--- src/rtl/mem_writer_pkg.sv ---
// mem_writer_pkg: definitions shared by the RAM write controller and the
// memory display path.
//   - default RAM geometry (address/data widths, depth)
//   - 2-bit controller state encoding
//   - write mode (single word / whole-RAM fill)
package mem_writer_pkg;

  localparam int ADDR_W_DEF = 8;
  localparam int DATA_W_DEF = 16;
  localparam int RAM_DEPTH  = 1 << ADDR_W_DEF;

  typedef enum logic [1:0] {
    ST_IDLE   = 2'd0,
    ST_WRITE  = 2'd1,
    ST_SETTLE = 2'd2,
    ST_CHECK  = 2'd3
  } mw_state_t;

  typedef enum logic {
    MODE_SINGLE = 1'b0,
    MODE_FILL   = 1'b1
  } mw_mode_t;

endpackage

--- src/rtl/mem_writer.sv ---
// mem_writer: write-side controller for the board RAM.
// Writes one word (wr_req) or fills the whole RAM (fill_req), reads every
// written word back and keeps a sticky mismatch flag with the first failing
// address.
//
// Ports:
//   clk, rst            clock, asynchronous active-high reset
//   wr_req, fill_req    one-cycle request pulses (ignored while busy)
//   clr_err             level, clears err/err_addr
//   din                 switch data
//   ram_dout            RAM read data
//   ram_we/addr/din     RAM write port (all registered)
//   cur_addr            next single-write address (to display)
//   busy, done          status; done pulses once on return to IDLE
//   err, err_addr       sticky readback mismatch and its first address
//
// state  | meaning
// IDLE   | waiting for a request, ram_addr follows cur_addr
// WRITE  | ram_we high for the current location
// SETTLE | address held so a registered RAM read can complete
// CHECK  | compare readback, then advance / finish
module mem_writer
  import mem_writer_pkg::*;
#(
  parameter int ADDR_W   = ADDR_W_DEF,
  parameter int DATA_W   = DATA_W_DEF,
  parameter int FILL_INC = 1
) (
  input  logic              clk,
  input  logic              rst,
  input  logic              wr_req,
  input  logic              fill_req,
  input  logic              clr_err,
  input  logic [DATA_W-1:0] din,
  input  logic [DATA_W-1:0] ram_dout,
  output logic              ram_we,
  output logic [ADDR_W-1:0] ram_addr,
  output logic [DATA_W-1:0] ram_din,
  output logic [ADDR_W-1:0] cur_addr,
  output logic              busy,
  output logic              done,
  output logic              err,
  output logic [ADDR_W-1:0] err_addr
);

  mw_state_t         state;
  mw_mode_t          mode;
  logic [ADDR_W-1:0] waddr;
  logic [DATA_W-1:0] wdata;

  logic [ADDR_W-1:0] waddr_next;
  logic [DATA_W-1:0] wdata_next;
  logic              mismatch;

  assign waddr_next = waddr + ADDR_W'(1);
  assign wdata_next = wdata + DATA_W'(FILL_INC);
  assign mismatch   = (ram_dout != wdata);

  always_ff @(posedge clk or posedge rst) begin
    if (rst) begin
      state    <= ST_IDLE;
      mode     <= MODE_SINGLE;
      waddr    <= '0;
      wdata    <= '0;
      ram_we   <= 1'b0;
      ram_addr <= '0;
      ram_din  <= '0;
      cur_addr <= '0;
      busy     <= 1'b0;
      done     <= 1'b0;
      err      <= 1'b0;
      err_addr <= '0;
    end else begin
      done   <= 1'b0;
      ram_we <= 1'b0;

      // A mismatch in CHECK below overrides this clear in the same cycle.
      if (clr_err) begin
        err      <= 1'b0;
        err_addr <= '0;
      end

      case (state)
        ST_IDLE: begin
          ram_addr <= cur_addr;
          if (fill_req) begin
            mode     <= MODE_FILL;
            waddr    <= '0;
            wdata    <= din;
            ram_we   <= 1'b1;
            ram_addr <= '0;
            ram_din  <= din;
            busy     <= 1'b1;
            state    <= ST_WRITE;
          end else if (wr_req) begin
            mode     <= MODE_SINGLE;
            waddr    <= cur_addr;
            wdata    <= din;
            ram_we   <= 1'b1;
            ram_addr <= cur_addr;
            ram_din  <= din;
            busy     <= 1'b1;
            state    <= ST_WRITE;
          end
        end

        ST_WRITE:  state <= ST_SETTLE;

        ST_SETTLE: state <= ST_CHECK;

        ST_CHECK: begin
          // Only the first failure since the last clear is recorded.
          if (mismatch && (!err || clr_err)) begin
            err      <= 1'b1;
            err_addr <= waddr;
          end
          if (mode == MODE_SINGLE) begin
            cur_addr <= waddr_next;
            ram_addr <= waddr_next;
            busy     <= 1'b0;
            done     <= 1'b1;
            state    <= ST_IDLE;
          end else if (waddr != {ADDR_W{1'b1}}) begin
            waddr    <= waddr_next;
            wdata    <= wdata_next;
            ram_we   <= 1'b1;
            ram_addr <= waddr_next;
            ram_din  <= wdata_next;
            state    <= ST_WRITE;
          end else begin
            cur_addr <= '0;
            ram_addr <= '0;
            busy     <= 1'b0;
            done     <= 1'b1;
            state    <= ST_IDLE;
          end
        end

        default: begin
          busy  <= 1'b0;
          state <= ST_IDLE;
        end
      endcase
    end
  end

endmodule
--- config.mk ---
export PLATFORM = sky130hd
export DESIGN_NAME = mem_writer
export DESIGN_NICKNAME = d
export VERILOG_FILES = /design/src/rtl/mem_writer_pkg.sv /design/src/rtl/mem_writer.sv
export SDC_FILE = /design/constraint.sdc
export NUM_CORES = 1
export LEC_CHECK = 0
export ABC_CLOCK_PERIOD_IN_PS = 5150
export BUFFER_PORTS_ARGS = -buffer_cell sky130_fd_sc_hd__buf_4
export CAP_MARGIN = 5
export CORE_ASPECT_RATIO = 0.9
export CORE_UTILIZATION = 55
export DETAILED_ROUTE_END_ITERATION = 6
export GPL_ROUTABILITY_DRIVEN = 0
export PLACE_DENSITY = 0.88
export SKIP_LAST_GASP = 1
export SYNTH_ARGS = -nofsm -noshare
export SYNTH_HDL_FRONTEND = slang
export SYNTH_SLANG_ARGS = --single-unit
--- constraint.sdc ---
create_clock -name clk -period 5.15 [get_ports clk]
set_input_delay 0.7725 -clock clk [delete_from_list [all_inputs] [get_ports clk]]
set_output_delay 0.7725 -clock clk [all_outputs]
set_load 0.01 [all_outputs]
==> results of run 1 <==
layout make-up:
cell class	instances	area [sq um]
Multi-Input combinational cell	235	1540
Clock buffer	6	82.6
Fill cell	408	1520
Clock inverter	2	38.8
Sequential cell	55	1380
Tap cell	67	83.8
Inverter	13	48.8
Timing Repair Buffer	80	601
routing by layer:
layer  GRT usage [%]  share of wire [%]
met3            4.63                9.1
met4            8.93                1.4
met1            42.0                 43
met5               0                  0
met2            40.2                 46
critical path, delay by kind of cell (launching register included):
kind            cells  cell delay (ns)
fa+ha+maj           1             0.86
compound gates      4             1.43
flops               1             0.41
state kept, by name (all words and copies together) (netlist names), 2 cells and up:
| register | count |
|---|---|
| wdata | 16 |
| cur_addr | 8 |
| err_addr | 8 |
| ram_addr | 8 |
| waddr | 8 |
| state | 2 |
placed cells by master, fill, tap and decap left out, types with 11 or more instances in the layout:
| cell type | instances |
|---|---|
| buf_4 | 80 |
| xnor2_1 | 17 |
| a21oi_1 | 18 |
| dfrtp_1 | 55 |
| o21ai_1 | 13 |
| nor2b_1 | 11 |
| nor2_1 | 18 |
| nand2_1 | 38 |
| nand3_1 | 15 |
| inv_1 | 11 |
| o21ai_0 | 11 |
kinds of logic after synthesis:
group                    count (synthesis)  synth area share, %
AO/OA/AOI/OAI                           91                 20.4
XOR/XNOR                                22                 6.31
adder cells (fa/ha/maj)                  4                 1.64
buffers and inverters                   31                 4.51
flip-flops                              55                 45.1
multiplexers                            12                 5.08
AND/OR/NAND/NOR                        106                 17.0
worst max-delay path by stage:
stage / to / slack, ns / depth (start not counted)
6_report: wdata[9] / 2.32 / 5
5_1_grt: wdata[15] / 2.19 / 5
4_1_cts: wdata[9] / 2.39 / 5
3_5_place_dp: wdata[15] / 2.40 / 5
3_3_place_gp: wdata[9] / 2.52 / 5
2_1_floorplan: busy / 3.03 / 1
synth_stat cells (2+ instances only):
cell type   n  area [sq um]
dfrtp_1    55          1380
nand2_1    38           143
a21oi_1    18          90.1
nor2_1     18          67.6
xnor2_1    17           149
nand3_1    15          75.1
o21ai_1    13          65.1
inv_1      12          45.0
clkbuf_1   11          41.3
nor2b_1    11          68.8
o21ai_0    11          55.1
nand4_1     9          56.3
o22ai_1     8          50.1
a2bb2oi_1   7          61.3
mux2_4      7           105
a22o_1      6          52.6
a31oi_1     6          37.5
buf_2       5          25.0
mux2i_1     5          50.1
xor2_1      5          43.8
ha_1        4          50.1
a22oi_1     3          22.5
a32oi_1     3          26.3
nor3_1      3          15.0
o31ai_1     3          22.5
and2_1      2          12.5
buf_6       2          22.5
o21ai_2     2          17.5
stage by stage:
| step | setup slack (ns) | total power [uW] |
|---|---|---|
| after detailed placement | 2.40 | 2070 |
| after CTS | 2.39 | 2380 |
| final | 2.32 | 2390 |
| after global routing | 2.19 | 2550 |
| after floorplan | 3.03 | 1660 |
| after global placement | 2.52 | 2020 |
power breakdown:
| group | total (uW) | internal (uW) | switching, uW |
|---|---|---|---|
| sequential | 856 | 613 | 243 |
| clock | 303 | 160 | 143 |
| combinational | 1230 | 569 | 663 |
| total | 2390 | 1340 | 1050 |
==> impl_metrics.toml, run 1 <==
[run_status]
status = "finished clean"

[routing]
vias = 2777
wl_per_cell_microns = 16.9
via_per_inst = 6.06
drtIter0Drc = 314
drt.antenna.violating_nets = 0
drc = 0
wl_microns = 7720
drtPass1Iterations = 7

[timing]
worst_slew_pin_slew_ns = 1.14
fin_skew_ns = 0.00604
drv_slew = 0
min_period_ns = 2.83
hold_ws_ns = 0.515
min_period_over_period_pct = 54.9
hold_viol_final = 0
fmax_mhz = 354
rsz0062_at_grt = "false"
tns_ns = 0
max_slew_margin_pct = 24.0
setup_violations = 0

[job]
drv_cap = 0

[worst_setup_path]
required_ns = 5.35
r2r_start = "state[0]"
rr_endpoint = "wdata[9]"
end_kind = "register"
critPathMaxStageDelay_ns = 0.86
reg2reg_slack_ns = 2.32
crit_fanout = 55
path_class = "register to register"
crit_path_start_kind = "register"
critPathSlowestCell = "ha_2"
cp.arrival_ns = 3.02
worst-r2r-cell-count = 5
path_cells = "ha_2, o211a_1, o21a_1, o21ai_1, a22o_1"
critical_path.startpoint = "state[0]"

[floorplanning]
start_util_pct = 57.7
pin_count = 81
core_area_sq_mm = 0.00529
die_h_microns = 72.7
row_count = 25
die_area_sq_mm = 0.00585
die_w_microns = 80.5

[layout]
post-route-util_pct = 71.3
areaGrowthSynthToFinish_pct = 23.6
instances_no_fill = 458
layout-drive-gt1-share_pct = 26.6
final_area_sq_mm = 0.00377
nets = 431
diodes = 0

[placement]
dp_hpwl_microns = 5360
dp.cells = 450
placed_area_sq_mm = 0.00365
io_buffers = 80

[pwr]
p_per_area_mw_per_mm2 = 634
p_leak_uw = 0.00168
ir_drop_mv = 0.351

[clock_tree]
postCtsSetupBuffers = 0
htreeDepth = 2
cts_made_buffers = 5
insertion_delay_ns = 0.31
cts_tree = "yes"
cts_sinks = 55
path_clk_slew_ns = 0.10
cts_root_buf = "clkbuf_8"
cts_resized = 0
cts_buffer_depth = 2
cts.hold.buffers_added = 0

[logic_synthesis]
ys_seq_area_share_pct = 45.1
synth_edf_count = 0
synth_cell_types = 50
ys_warn_count = 0
async_flop_share_pct = 100
ys.flop_type = "dfrtp_1"
synthCells = 321
synthesis.nets = 362
synth_seq_cells = 55
syn_area_per_cell_sq_um = 9.51
synth_area_sq_mm = 0.00305

[global_routing]
grt_usage_pct = 27.6
grt_pass1_vias = 2489
antenna_found_initial = 0
grt-ovfl-total = 0
grt_pass1_wl_microns = 12300
grt_max_degree = 56

[hold_path]
min_to = "ram_addr[1]"
min_path_cells = 2
hold_path.startpoint = "ram_addr[1]"
holdCritPathClass = "register to register"
(Power assumes the default switching activity.)
==> run 2, diff against run 1 <==
ABC_CLOCK_PERIOD_IN_PS = 2700   (was 5150)
CORE_UTILIZATION = 53   (was 55)
PLACE_DENSITY = 0.85   (was 0.88)
clock period = 2.7 ns   (was 5.15 ns; I/O delays follow)
==> run 2 against run 1 <==
  * Worst setup slack got worse by 1.8 ns
  * Wire length rose by 1.7%
  * Via count rose by 1.1%
  * Fmax rose by 30%
  * Final cell count rose by 1.5%
  * Critical path depth rose by 1
  * Register-to-register slack got worse by 1.8 ns
  * Critical path type unchanged
  * Highest routed layer unchanged
==> impl_metrics.toml, run 2 (synthesis results as in run 1) <==
[timing]
hold_viol_final = 0
max_slew_margin_pct = 52.8
min_period_over_period_pct = 80.7
setup_violations = 0
tns_ns = 0
drv_slew = 0
fmax_mhz = 459
worst_slew_pin_slew_ns = 0.706
min_period_ns = 2.18
rsz0062_at_grt = "false"
fin_skew_ns = 0.0132

[layout]
nFillCells = 416
regMostFlops = "wdata"
multi_input_area_sq_mm = 0.00154
largest_reg_flops = 16
diodes = 0
register_area_sq_mm = 0.00138
instances_no_fill = 465
layout-drive-gt1-share_pct = 27.9
areaGrowthSynthToFinish_pct = 25.8
nets = 438
most-common-layout-cells = "87 x buf_4, 55 x dfrtp_1, 38 x nand2_1"
final_common_cell = "buf_4"

[routing]
drtIter0Drc = 344
drt.antenna.violating_nets = 0
wl_microns = 7850
highest_layer = "met4"
met1Wirelength_microns = 3510
wl_per_cell_microns = 16.9
met3WireLength_microns = 696
vias = 2807
drc = 0
drtPass1Iterations = 7
via_per_inst = 6.04
wl_met2_microns = 3560

[clock_tree]
cts.hold.buffers_added = 0
cts_sinks = 55
insertion_delay_ns = 0.32
cts_tree = "yes"
postCtsSetupBuffers = 0
cts_made_buffers = 5
path_clk_slew_ns = 0.11
htreeDepth = 2
cts_root_buf = "clkbuf_8"
cts_resized = 0
cts_buffer_depth = 2

[worst_setup_path]
path_cells = "inv_1, ha_1, nor2b_1, o21a_1, o21ai_1, a22o_1"
crit_path_start_kind = "register"
crit_fanout = 15
reg2reg_slack_ns = 0.52
required_ns = 2.91
rr_endpoint = "wdata[9]"
critPathMaxStageDelay_ns = 0.54
r2r_start = "state[0]"
end_kind = "register"
critPathSlowestCell = "o21a_1"
cp.arrival_ns = 2.39
critical_path.startpoint = "state[0]"
worst-r2r-cell-count = 6
path_class = "register to register"

[global_routing]
grt_usage_pct = 26.8
grt_pass1_vias = 2406
antenna_found_initial = 0
grt_max_degree = 35
grt-ovfl-total = 0
grt_pass1_wl_microns = 12000

[placement]
dp_hpwl_microns = 5710
dp.cells = 457
io_buffers = 80

[floorplanning]
die_h_microns = 74.0
start_util_pct = 56.4
pin_count = 81
die_w_microns = 82.0
core_area_sq_mm = 0.00541
row_count = 25
die_area_sq_mm = 0.00607

[job]
drv_cap = 0

[pwr]
p_per_area_mw_per_mm2 = 1220
ir_drop_mv = 0.755
p_leak_uw = 0.00172

[run_status]
status = "finished clean"

[hold_path]
holdCritPathClass = "input port to async pin"
-- run 2: worst max path at each step --
| stage | end | cells past startpoint | slack, ns |
|---|---|---|---|
| after floorplan | wdata[9] | 8 | 0.92 |
| after global routing | waddr[0] | 7 | 0.39 |
| final | wdata[9] | 6 | 0.52 |
| after global placement | wdata[9] | 6 | 0.74 |
| after CTS | wdata[9] | 6 | 0.59 |
| after detailed placement | wdata[9] | 6 | 0.62 |
-- run 2: stage by stage --
| step | setup slack [ns] | power, uW | hold WS, ns | utilization (%) | area, sq um |
|---|---|---|---|---|---|
| after floorplan | 0.919 | 3160 | 0.480 | - | 3050 |
| after global placement | 0.735 | 3930 | 0.479 | 68.4 | 3700 |
| after detailed placement | 0.615 | 4020 | 0.479 | 68.4 | 3700 |
| after CTS | 0.587 | 4670 | 0.222 | 70.9 | 3840 |
| after global routing | 0.394 | 5020 | 0.246 | 70.9 | 3840 |
| final | 0.522 | 4700 | 0.190 | 70.9 | 3840 |
-- run 2: routing by layer --
metal / global-route usage [%] / vias up
met5: 0 / -
met4: 8.38 / 0
met3: 5.03 / 7
met2: 38.1 / 164
met1: 41.4 / 1329
li1: - / 1307
-- run 2: critical path: cells and delay by family (launching register included) --
| family | cells | cell delay (ns) |
|---|---|---|
| simple gates | 1 | 0.31 |
| buf+inv | 1 | 0.08 |
| fa+ha+maj | 1 | 0.31 |
| compound gates | 3 | 0.94 |
| flops | 1 | 0.42 |
-- run 2: power by group --
| part | switching, uW | internal [uW] | total, uW |
|---|---|---|---|
| sequential | 466 | 1170 | 1640 |
| clock | 275 | 370 | 645 |
| combinational | 1290 | 1130 | 2420 |
-- run 2: layout make-up --
| cell class | count | share of cell area [%] |
|---|---|---|
| clock inverters | 3 | 1.76 |
| inverters | 13 | 1.27 |
| flip-flops and latches | 55 | 35.9 |
| well taps | 67 | 2.18 |
| multi-input cells | 235 | 40.1 |
| repair buffers | 87 | 17.0 |
| clock buffers | 5 | 1.79 |
==> run 3, diff against run 2 <==
ABC_CLOCK_PERIOD_IN_PS = 1900   (was 2700)
CORE_UTILIZATION = 48   (was 53)
PLACE_DENSITY = 0.82   (was 0.85)
clock period = 1.9 ns   (was 2.7 ns; I/O delays follow)
==> run 3 against run 2 <==
  * Worst setup slack worse by 0.50 ns
  * Clock-buffer cell count stayed put
  * Wire length is 8.0% higher
  * Largest cell class unchanged
  * Critical path depth is 1 higher
  * Non-clock buffer count is 31 higher
  * Clock power is 28% higher
  * Worst hold slack worse by 0.19 ns
  * Sequential share of layout area is 2.6 points lower
  * Power is 53% higher
==> impl_metrics.toml, run 3 (synthesis results as in run 1) <==
[worst_setup_path]
r2r_start = "waddr[0]"
cp_common_cell = "a21oi_1"
crit_fanout = 8
cp_top_family = "compound AO/OA/AOI/OAI gates"
path_cells = "ha_2, nand4_1, o211a_1, o21a_2, buf_4, a21oi_1, a21oi_1"
worst-r2r-cell-count = 7
cp.arrival_ns = 2.08
critPathMaxStageDelay_ns = 0.41
rr_endpoint = "wdata[8]"
worstSetupPathDepth = 7
crit_path_start_kind = "register"
reg2reg_slack_ns = 0.02
end_kind = "register"
critPathSlowestCell = "dfrtp_1"
cp_num_buf_inv = 1
path_class = "register to register"
required_ns = 2.11

[layout]
areaGrowthSynthToFinish_pct = 35.6
register_area_sq_mm = 0.00138
nets = 469
most-common-layout-cells = "114 x buf_4, 54 x dfrtp_1, 38 x nand2_1"
multi_input_area_sq_mm = 0.00156
layout-drive-gt1-share_pct = 34.3
diodes = 0
regMostFlops = "wdata"
nFillCells = 470
final_common_cell = "buf_4"
final_area_sq_mm = 0.00414
largest_reg_flops = 16

[timing]
max_slew_margin_pct = 58.4
setup_violations = 0
min_period_over_period_pct = 98.7
hold_viol_final = 0
fin_skew_ns = 0.0136
tns_ns = 0
worst_slew_pin_slew_ns = 0.624
fmax_mhz = 533
rsz0062_at_grt = "true"
min_period_ns = 1.88
hold_ws_ns = 0.00445
drv_slew = 0

[clock_tree]
insertion_delay_ns = 0.32
cts_tree = "yes"
cts_root_buf = "clkbuf_8"
path_clk_slew_ns = 0.11
cts_buffer_depth = 2
cts_sinks = 55
cts_made_buffers = 5
htreeDepth = 2

[routing]
wl_per_cell_microns = 16.4
wl_microns = 8480
vias = 2964
drtIter0Drc = 250
drtPass1Iterations = 5
via_per_inst = 5.74
drt.antenna.violating_nets = 0
drc = 0

[global_routing]
grt_pass1_wl_microns = 13600
antenna_found_initial = 0
grt_pass1_vias = 2789
grt_usage_pct = 26.0
grt_max_degree = 30
grt-ovfl-total = 0

[floorplanning]
start_util_pct = 49.9
core_area_sq_mm = 0.00611
die_area_sq_mm = 0.00668
die_h_microns = 77.6
row_count = 27
pin_count = 81
die_w_microns = 86.1

[hold_path]
holdCritPathClass = "input port to async pin"

[pwr]
ir_drop_mv = 0.773
p_per_area_mw_per_mm2 = 1740
finalPower_uw = 7210
p_leak_uw = 0.00188

[placement]
io_buffers = 80
dp_hpwl_microns = 6330
placed_area_sq_mm = 0.00398

[job]
drv_cap = 0

[run_status]
status = "finished clean"
[run 3: changes by cell type in the layout (fill, tap and decap cells not counted), moves of 2 or more]
cell,previous run,this run
buf_4,87,114
nor2_1,18,16
buf_12,0,3
nor2_2,0,2
[run 3: cell type report]
cell class	instances	area share [%]
multi-input combinational	235	37.6
sequential	55	33.3
timing repair buffer	118	22.4
tap	87	2.63
clock buffer	5	1.66
clock inverter	3	1.21
inverter	13	1.18
[run 3: metal layers]
layer  part of all wire, %  GRT usage [%]
met5                     0              0
met4                   2.1           9.50
met3                   9.0           4.68
met2                    45           39.5
met1                    43           37.2
[run 3: where the power goes]
| part | total (uW) | internal [uW] | switching, uW | leakage [uW] |
|---|---|---|---|---|
| clock network | 827 | 407 | 420 | 0.0000607 |
| logic | 4270 | 2040 | 2230 | 0.00113 |
| registers | 2110 | 1670 | 444 | 0.000685 |
| total | 7210 | 4110 | 3090 | 0.00188 |
[run 3: how the worst max path moves through the flow]
stage               startpoint           to
finish                waddr[0]     wdata[8]
detailed placement    state[0]  ram_addr[2]
CTS                   waddr[0]     wdata[8]
floorplan             state[0]     wdata[9]
global route          waddr[0]     wdata[8]
global placement     wdata[11]  err_addr[5]
[run 3: timing repair]
action,in CTS,in global routing
buffers inserted,0,2
hold buffers,0,0
resized for setup,0,7
setup endpoints to repair,0,24
[run 3: metrics by stage]
step	worst slack, ns	std cells	util, %
final	0.0244	516	67.7
after global routing	-0.0426	516	67.7
after CTS	0.0143	514	67.1
after detailed placement	0.0520	506	65.1
after global placement	0.105	506	65.1
after floorplan	0.119	321	-
